[config.mk]
export PLATFORM = sky130hd
export DESIGN_NAME = ex_stage
export DESIGN_NICKNAME = d
export VERILOG_FILES = /design/src/rtl/mips_pkg.sv /design/src/rtl/muldiv_unit.sv /design/src/rtl/ex_stage.sv
export SDC_FILE = /design/constraint.sdc
export NUM_CORES = 1
export LEC_CHECK = 0
export BUFFER_PORTS_ARGS = -buffer_cell sky130_fd_sc_hd__clkbuf_2
export CORE_ASPECT_RATIO = 1.2
export CORE_MARGIN = 2
export CORE_UTILIZATION = 30
export DETAILED_ROUTE_END_ITERATION = 10
export GPL_ROUTABILITY_DRIVEN = 0
export PLACE_DENSITY = 0.53
export SLEW_MARGIN = 20
export SYNTH_ARGS = -nofsm -noshare
export SYNTH_HDL_FRONTEND = slang
export SYNTH_HIERARCHICAL = 1
export SYNTH_SLANG_ARGS = --single-unit
[constraint.sdc]
create_clock -name clk -period 4.9 [get_ports clk]
set_input_delay 0.735 -clock clk [delete_from_list [all_inputs] [get_ports clk]]
set_output_delay 0.735 -clock clk [all_outputs]
set_load 0.03 [all_outputs]
[src/rtl/mips_pkg.sv]
// Shared encodings, state types and arithmetic step helpers for the MIPS pipeline.
package mips_pkg;

   localparam int unsigned MD_CYCLES_DEFAULT = 32;

   typedef enum logic [2:0] {
      ALU_ADDU = 3'b000,
      ALU_SUBU = 3'b001,
      ALU_AND  = 3'b010,
      ALU_OR   = 3'b011,
      ALU_SLT  = 3'b100,
      ALU_SLTU = 3'b101,
      ALU_XOR  = 3'b110,
      ALU_LUI  = 3'b111
   } alu_op_e;

   localparam logic [2:0] MD_NONE  = 3'b000;
   localparam logic [2:0] MD_MFHI  = 3'b010;
   localparam logic [2:0] MD_MFLO  = 3'b011;
   localparam logic [2:0] MD_MULT  = 3'b100;
   localparam logic [2:0] MD_MULTU = 3'b101;
   localparam logic [2:0] MD_DIV   = 3'b110;
   localparam logic [2:0] MD_DIVU  = 3'b111;

   typedef enum logic {MD_IDLE = 1'b0, MD_BUSY = 1'b1} md_state_e;

   typedef struct packed {
      logic [31:0] pc_four;
      logic [31:0] alu_result;
      logic [31:0] bus_b;
      logic [4:0]  rw;
      logic        mem_wr;
      logic        mem_to_reg;
      logic        reg_wr;
      logic        mem_read;
   } ex_mem_t;

   // One shift-add step: {hi,lo} holds partial product in hi and remaining multiplier in lo.
   function automatic logic [63:0] mul_step(input logic [63:0] p, input logic [31:0] m);
      logic [32:0] s;
      s = {1'b0, p[63:32]} + (p[0] ? {1'b0, m} : 33'd0);
      return {s, p[31:1]};
   endfunction

   // One restoring-division step: hi is the partial remainder, lo shifts dividend out / quotient in.
   function automatic logic [63:0] div_step(input logic [63:0] p, input logic [31:0] d);
      logic [32:0] r;
      logic [31:0] q;
      r = {p[63:32], p[31]};
      q = {p[30:0], 1'b0};
      if (r >= {1'b0, d}) begin
         r    = r - {1'b0, d};
         q[0] = 1'b1;
      end
      return {r[31:0], q};
   endfunction

endpackage

[src/rtl/muldiv_unit.sv]
// Iterative multiply/divide sequencer with HI/LO; the final result is bypassed to hi/lo
// in the completing cycle so a waiting mfhi/mflo can leave EX on the edge that writes HI/LO.
module muldiv_unit
   import mips_pkg::*;
#(
   parameter int unsigned MD_CYCLES = MD_CYCLES_DEFAULT
) (
   input  logic        clk,
   input  logic        rst_n,
   input  logic        start,
   input  logic [2:0]  op,
   input  logic [31:0] a,
   input  logic [31:0] b,
   output logic        busy,
   output logic [31:0] hi,
   output logic [31:0] lo
);

   localparam int unsigned CW   = $clog2(MD_CYCLES + 1);
   localparam int unsigned BITS = (32 + MD_CYCLES - 1) / MD_CYCLES;

   md_state_e      state, state_nxt;
   logic [CW-1:0]  count_q;
   logic [6:0]     idx_q, step_k;
   logic [63:0]    work_q, step_w, prod;
   logic [31:0]    opb_q, hi_q, lo_q, quo, rem, fin_hi, fin_lo, a_mag, b_mag;
   logic           is_div_q, neg_q, rem_neg_q, dz_q;
   logic           a_neg, b_neg, finish, launch;

   // Signed ops (op[0] = 0) work on magnitudes
   assign a_neg  = !op[0] && a[31];
   assign b_neg  = !op[0] && b[31];
   assign a_mag  = a_neg ? -a : a;
   assign b_mag  = b_neg ? -b : b;
   assign finish = (state == MD_BUSY) && (count_q == CW'(1));
   assign busy   = (state == MD_BUSY) && !finish;
   assign launch = start && op[2] && !busy;

   // BITS steps per iteration so any MD_CYCLES covers all 32 bits
   always_comb begin
      step_w = work_q;
      step_k = idx_q;
      for (int unsigned i = 0; i < BITS; i++) begin
         if (step_k < 7'd32) begin
            step_w = is_div_q ? div_step(step_w, opb_q) : mul_step(step_w, opb_q);
            step_k = step_k + 7'd1;
         end
      end
   end

   always_comb begin
      prod   = neg_q ? -step_w : step_w;
      quo    = dz_q ? 32'hFFFF_FFFF : (neg_q ? -step_w[31:0] : step_w[31:0]);
      rem    = rem_neg_q ? -step_w[63:32] : step_w[63:32];
      fin_hi = is_div_q ? rem : prod[63:32];
      fin_lo = is_div_q ? quo : prod[31:0];
   end

   assign hi = finish ? fin_hi : hi_q;
   assign lo = finish ? fin_lo : lo_q;

   always_ff @(negedge clk or negedge rst_n) begin
      if (!rst_n) state <= MD_IDLE;
      else        state <= state_nxt;
   end

   always_comb begin
      state_nxt = state;
      case (state)
         MD_IDLE: if (launch) state_nxt = MD_BUSY;
         MD_BUSY: if (finish && !launch) state_nxt = MD_IDLE;
         default: state_nxt = MD_IDLE;
      endcase
   end

   always_ff @(negedge clk or negedge rst_n) begin
      if (!rst_n) begin
         count_q   <= '0;
         idx_q     <= '0;
         work_q    <= '0;
         opb_q     <= '0;
         is_div_q  <= 1'b0;
         neg_q     <= 1'b0;
         rem_neg_q <= 1'b0;
         dz_q      <= 1'b0;
         hi_q      <= '0;
         lo_q      <= '0;
      end else begin
         if (launch) begin
            count_q   <= CW'(MD_CYCLES);
            idx_q     <= '0;
            work_q    <= {32'd0, a_mag};
            opb_q     <= b_mag;
            is_div_q  <= op[1];
            neg_q     <= a_neg ^ b_neg;
            rem_neg_q <= a_neg;
            dz_q      <= (b == 32'd0);
         end else if (state == MD_BUSY) begin
            count_q <= count_q - CW'(1);
            work_q  <= step_w;
            idx_q   <= step_k;
         end
         if (finish) begin
            hi_q <= fin_hi;
            lo_q <= fin_lo;
         end
      end
   end

endmodule

[src/rtl/ex_stage.sv]
// MIPS execute stage: forwarding, immediate extension, ALU, result select and the
// falling-edge EX/MEM register; stalls dependants of the multiply/divide unit.
module ex_stage
   import mips_pkg::*;
#(
   parameter int unsigned MD_CYCLES = MD_CYCLES_DEFAULT
) (
   input  logic        clk,
   input  logic        rst_n,
   input  logic [31:0] pc_four_3,
   input  logic [15:0] imm16_3,
   input  logic [31:0] busA_3,
   input  logic [31:0] busB_3,
   input  logic [4:0]  rs_3,
   input  logic [4:0]  rt_3,
   input  logic [4:0]  rd_3,
   input  logic        ExtOp_3,
   input  logic        ALUSrc_3,
   input  logic        RegDst_3,
   input  logic        MemWr_3,
   input  logic        MemtoReg_3,
   input  logic        RegWr_3,
   input  logic        MemRead_3,
   input  logic [2:0]  ALUctr_3,
   input  logic [2:0]  md_op_3,
   input  logic        wb_RegWr,
   input  logic [4:0]  wb_rw,
   input  logic [31:0] wb_data,
   output logic        md_stall,
   output logic [31:0] pc_four_4,
   output logic [31:0] alu_result_4,
   output logic [31:0] busB_4,
   output logic [4:0]  rw_4,
   output logic        MemWr_4,
   output logic        MemtoReg_4,
   output logic        RegWr_4,
   output logic        MemRead_4
);

   ex_mem_t     ex_mem_q, ex_mem_d;
   logic [31:0] fwd_a, fwd_b, imm32, src_b, alu, md_hi, md_lo;
   logic        md_busy;

   // EX/MEM takes priority over MEM/WB; r0 is never forwarded
   always_comb begin
      fwd_a = busA_3;
      if (ex_mem_q.reg_wr && ex_mem_q.rw != 5'd0 && ex_mem_q.rw == rs_3) fwd_a = ex_mem_q.alu_result;
      else if (wb_RegWr && wb_rw != 5'd0 && wb_rw == rs_3)              fwd_a = wb_data;
      fwd_b = busB_3;
      if (ex_mem_q.reg_wr && ex_mem_q.rw != 5'd0 && ex_mem_q.rw == rt_3) fwd_b = ex_mem_q.alu_result;
      else if (wb_RegWr && wb_rw != 5'd0 && wb_rw == rt_3)              fwd_b = wb_data;
   end

   assign imm32 = ExtOp_3 ? {{16{imm16_3[15]}}, imm16_3} : {16'd0, imm16_3};
   assign src_b = ALUSrc_3 ? imm32 : fwd_b;

   always_comb begin
      alu = '0;
      case (ALUctr_3)
         ALU_ADDU: alu = fwd_a + src_b;
         ALU_SUBU: alu = fwd_a - src_b;
         ALU_AND:  alu = fwd_a & src_b;
         ALU_OR:   alu = fwd_a | src_b;
         ALU_SLT:  alu = {31'd0, $signed(fwd_a) < $signed(src_b)};
         ALU_SLTU: alu = {31'd0, fwd_a < src_b};
         ALU_XOR:  alu = fwd_a ^ src_b;
         ALU_LUI:  alu = {imm16_3, 16'd0};
         default:  alu = '0;
      endcase
   end

   muldiv_unit #(.MD_CYCLES(MD_CYCLES)) u_muldiv (
      .clk   (clk),
      .rst_n (rst_n),
      .start (md_op_3[2]),
      .op    (md_op_3),
      .a     (fwd_a),
      .b     (fwd_b),
      .busy  (md_busy),
      .hi    (md_hi),
      .lo    (md_lo)
   );

   assign md_stall = md_busy && (md_op_3 != MD_NONE);

   // A stalled instruction stays in ID/EX; EX/MEM gets a bubble meanwhile
   always_comb begin
      ex_mem_d.pc_four    = pc_four_3;
      ex_mem_d.alu_result = (md_op_3 == MD_MFHI) ? md_hi :
                            (md_op_3 == MD_MFLO) ? md_lo : alu;
      ex_mem_d.bus_b      = fwd_b;
      ex_mem_d.rw         = RegDst_3 ? rd_3 : rt_3;
      ex_mem_d.mem_wr     = MemWr_3 && !md_stall;
      ex_mem_d.mem_to_reg = MemtoReg_3 && !md_stall;
      ex_mem_d.reg_wr     = RegWr_3 && !md_stall;
      ex_mem_d.mem_read   = MemRead_3 && !md_stall;
   end

   always_ff @(negedge clk or negedge rst_n) begin
      if (!rst_n) ex_mem_q <= '0;
      else        ex_mem_q <= ex_mem_d;
   end

   assign pc_four_4    = ex_mem_q.pc_four;
   assign alu_result_4 = ex_mem_q.alu_result;
   assign busB_4       = ex_mem_q.bus_b;
   assign rw_4         = ex_mem_q.rw;
   assign MemWr_4      = ex_mem_q.mem_wr;
   assign MemtoReg_4   = ex_mem_q.mem_to_reg;
   assign RegWr_4      = ex_mem_q.reg_wr;
   assign MemRead_4    = ex_mem_q.mem_read;

endmodule

==> results_dict.tcl <==
set metrics [dict create \
    status "finished with violations" \
    violations "DRC, setup timing" \
    worst_clock_skew_ns 0.0225 \
    ys_top_cells_by_area "dfrtn_1 (27%), ha_1 (7.7%), o21ai_0 (6.7%)" \
    cp.required_ns 2.86 \
    clk_latency_ns 0.58 \
    synth-edff-count 0 \
    core_mm2 0.0880 \
    ys.warnings.count 6 \
    synth_area_per_cell_um2 7.79 \
    setup_viol_count_final 111 \
    slowest_delay_ns 0.51 \
    final_area_mm2 0.0416 \
    netlist-cell-type-count 101 \
    holdPathStages 2 \
    wire_per_inst_um 21.6 \
    grt_pass1_vias 31493 \
    ant_nets 0 \
    cts_inserted_buffers 36 \
    async_reset_ff_share_pct 100 \
    cpLargestDelayFamily "compound AO/OA/AOI/OAI gates" \
    clock_path_buffers 3 \
    combPwrFrac_pct 70.8 \
    rr_endpoint "alu_result_4[26]$_DFF_NN0_" \
    dp_hpwl_mm 99.6 \
    seqPwrFrac_pct 16.4 \
    synth_ff_type "dfrtn_1" \
    globalRouteOverflowTotal 0 \
    hold_end "u_muldiv/hi_q[6]$_DFF_NN0_" \
    vias 31318 \
    worst-r2r-setup-slack_ns -0.68 \
    path_clk_slew_ns 0.05 \
    start_util_pct 30.3 \
    die_height_um 331 \
    portBuffers 285 \
    worstSetupPathType "primary input to flip-flop" \
    vias_per_cell 5.38 \
    crit_buf_inv 4 \
    syn_to_final_growth_pct 55.9 \
    critical_path_peak_fanout 5 \
    maxCapViolCount 0 \
    slew_violations 0 \
    layout-drive-gt1-share_pct 40.7 \
    synth_top_family_by_area "compound AO/OA/AOI/OAI gates" \
    finalHoldViolCount 0 \
    synth_fp_nets 3776 \
    holdCritStartpoint "u_muldiv/hi_q[6]$_DFF_NN0_" \
    cp-end-kind "flip-flop" \
    worst_path_most_repeated_cell "o211ai_1" \
    cts_tree "yes" \
    grt_start_max_net_pins 63 \
    clock_sinks 283 \
    antenna_found_initial 1 \
    start_kind "primary input" \
    drt_pass1_iterations 11 \
    die-width_um 276 \
    synth-simple-area-share_pct 19.0 \
    yosys.area.top_type "dfrtn_1" \
    rsz0062_at_grt "true" \
    drc_errors 2 \
    arrival_ns 5.13 \
    root_buffer "clkbuf_16" \
    synth-compound-area-share_pct 26.8 \
    synth_seq_area_share_pct 26.5 \
    synthCells 3427 \
    wl_mm 126 \
    min_path_type "flip-flop to flip-flop" \
    syn_area_mm2 0.0267 \
    num_io_pins 286 \
    fin_ws_ns -2.27 \
    post_dp_cell_area_mm2 0.0373 \
    drtIter0Drc 2389 \
    hold_buffers 0 \
    yosys.area.top_type_share_pct 26.5 \
    switchingPower_mw 10.4 \
    synth_xor_area_share_pct 6.43 \
    fin_nets 4993 \
    pwr-share-clk_pct 12.8 \
    ir_worst_vdd_mv 0.264 \
    grtUsageTotal_pct 26.5 \
    cp_slowest_cell "or4_4" \
    yosys-top-cells-count "o21ai_0 (359), nand2_1 (351), nor2_1 (302), dfrtn_1 (283), a21oi_1 (259)" \
    stdcell_count 5821 \
    r2r-start "u_muldiv/opb_q[30]$_DFFE_NN0P_" \
    synth_mux_area_share_pct 7.78 \
    rows 119 \
    synth_adder_area_share_pct 8.03 \
    worst_pin_slew_ns 0.786 \
    htree_num_levels 2 \
    power_density_mw_per_mm2 536 \
    grt_first_pass_wirelength_mm 187 \
    p_leak_nw 19.0 \
    slew_headroom_pct 47.6 \
    switching_share_pct 46.5 \
    dieArea_mm2 0.0914 \
    ys_ff_latch 283 \
    p_int_mw 11.9 \
    dp_cells 5656 \
    reg2reg_depth 26 \
    holdWs_ns 0.447 \
    path_cells "buf_6, or4_4, o21a_1, and3_4, buf_12, mux2i_2, o21ai_2, mux2_4, inv_4, ha_4, o21ba_4, o211ai_1, o311ai_2, o211ai_1, buf_4, o221a_4, o21ai_4, a2111oi_4, nor2_1, o31ai_2, or4b_4, nand3_2" \
    synth.most_common_cell "o21ai_0" \
]
==> final cells by class <==
class / instances / area, um2
Clock inverter: 22 / 245
Antenna cell: 1 / 2.50
Tap cell: 1149 / 1440
Sequential cell: 283 / 7080
Multi-Input combinational cell: 2764 / 20700
Timing Repair Buffer: 1380 / 10500
Inverter: 179 / 702
Fill cell: 8559 / 46400
Clock buffer: 43 / 978
==> state kept, by name, summed over array words and instances (netlist names) <==
register,count
u_muldiv/neg_q,1
pc_four_4,32
rw_4,5
u_muldiv/dz_q,1
u_muldiv/hi_q,32
u_muldiv/work_q,64
MemWr_4,1
u_muldiv/state,1
RegWr_4,1
alu_result_4,32
MemRead_4,1
u_muldiv/idx_q,7
u_muldiv/lo_q,32
u_muldiv/is_div_q,1
u_muldiv/rem_neg_q,1
busB_4,32
u_muldiv/opb_q,32
u_muldiv/count_q,6
MemtoReg_4,1
==> power groups by stage <==
| stage | Combinational, mW | Clock (mW) | Sequential, mW |
|---|---|---|---|
| finish | 15.8 | 2.86 | 3.65 |
| global route | 17.0 | 2.99 | 3.72 |
| CTS | 15.3 | 2.91 | 3.62 |
| detailed placement | 14.9 | 0 | 3.65 |
| global placement | 14.8 | 0 | 3.64 |
| floorplan | 7.72 | 0 | 3.74 |
==> worst reg2reg max path: stages (launching register included) <==
cell,delay [ns]
dfrtn_1,0.40
inv_1,0.05
ha_1,0.29
buf_4,0.14
nand4b_1,0.31
or2_4,0.40
nor3_4,0.26
o31a_2,0.23
buf_4,0.26
o21ai_0,0.12
a21oi_1,0.20
inv_1,0.11
ha_1,0.24
buf_4,0.16
nand2_1,0.05
o21ai_0,0.06
and3_1,0.29
o2111ai_1,0.21
o21ai_0,0.11
buf_4,0.18
a41oi_1,0.31
xor2_1,0.30
o21ai_1,0.15
nor2_1,0.13
nor2_1,0.08
a221oi_1,0.22
a32oi_1,0.16
==> metal layers <==
layer	GRT usage [%]	wire, um	vias to the layer above
met5	0	11	-
met3	2.63	6890	361
met4	15.7	8200	2
li1	-	-	14836
met1	30.8	49000	14906
met2	47.5	61700	1213
==> cells in the final DEF, fill, tap and decap left out, types with 41 or more instances in the layout <==
cell / Yosys / final
a21o_1: 43 / 42
a21oi_1: 259 / 218
and2_1: 50 / 47
buf_4: 0 / 971
buf_6: 2 / 80
clkbuf_2: 0 / 282
dfrtn_1: 283 / 283
ha_1: 165 / 134
inv_1: 177 / 145
mux2i_1: 166 / 154
nand2_1: 351 / 331
nand3_1: 60 / 54
nor2_1: 302 / 277
nor3_1: 86 / 66
o21a_1: 43 / 41
o21ai_0: 359 / 208
o21ai_1: 18 / 103
o21ai_2: 0 / 59
xnor2_1: 119 / 104
xor2_1: 77 / 72
==> worst max-delay path by stage <==
stage                         from                    endpoint  slack, ns  cells after the start
after detailed placement  wb_rw[0]  alu_result_4[30]$_DFF_NN0_      -3.18                     23
after CTS                 wb_rw[0]  alu_result_4[31]$_DFF_NN0_      -2.14                     24
after global placement    wb_rw[0]  alu_result_4[30]$_DFF_NN0_      -3.10                     23
after global routing      wb_rw[0]  alu_result_4[27]$_DFF_NN0_      -2.41                     22
after floorplan           wb_rw[0]  alu_result_4[30]$_DFF_NN0_      -2.64                     22
final                     wb_rw[0]  alu_result_4[27]$_DFF_NN0_      -2.27                     22
==> cells by family after synthesis <==
kind of cell,count (synthesis)
flip-flops,283
AO/OA/AOI/OAI,1119
multiplexers,199
XOR/XNOR,196
buffers and inverters,380
AND/OR/NAND/NOR,1081
adder cells (fa/ha/maj),169
==> timing repair <==
item,in CTS,in global routing
buffers inserted,83,51
endpoints found under the setup margin,116,131
resized for setup,368,201
pin swaps,177,133
endpoints found under the hold margin,0,0
cloned,2,0
==> per-stage QoR <==
step	setup TNS (ns)	power (mW)	setup slack, ns	util (%)
2_1_floorplan	-142.63	11.5	-2.64	-
3_3_place_gp	-215.99	18.5	-3.10	42.4
3_5_place_dp	-218.90	18.5	-3.18	42.4
4_1_cts	-134.37	21.9	-2.14	46.1
5_1_grt	-145.07	23.7	-2.41	47.3
6_report	-131.57	22.3	-2.27	47.3
Note: power is estimated with default switching activity, not from simulation.
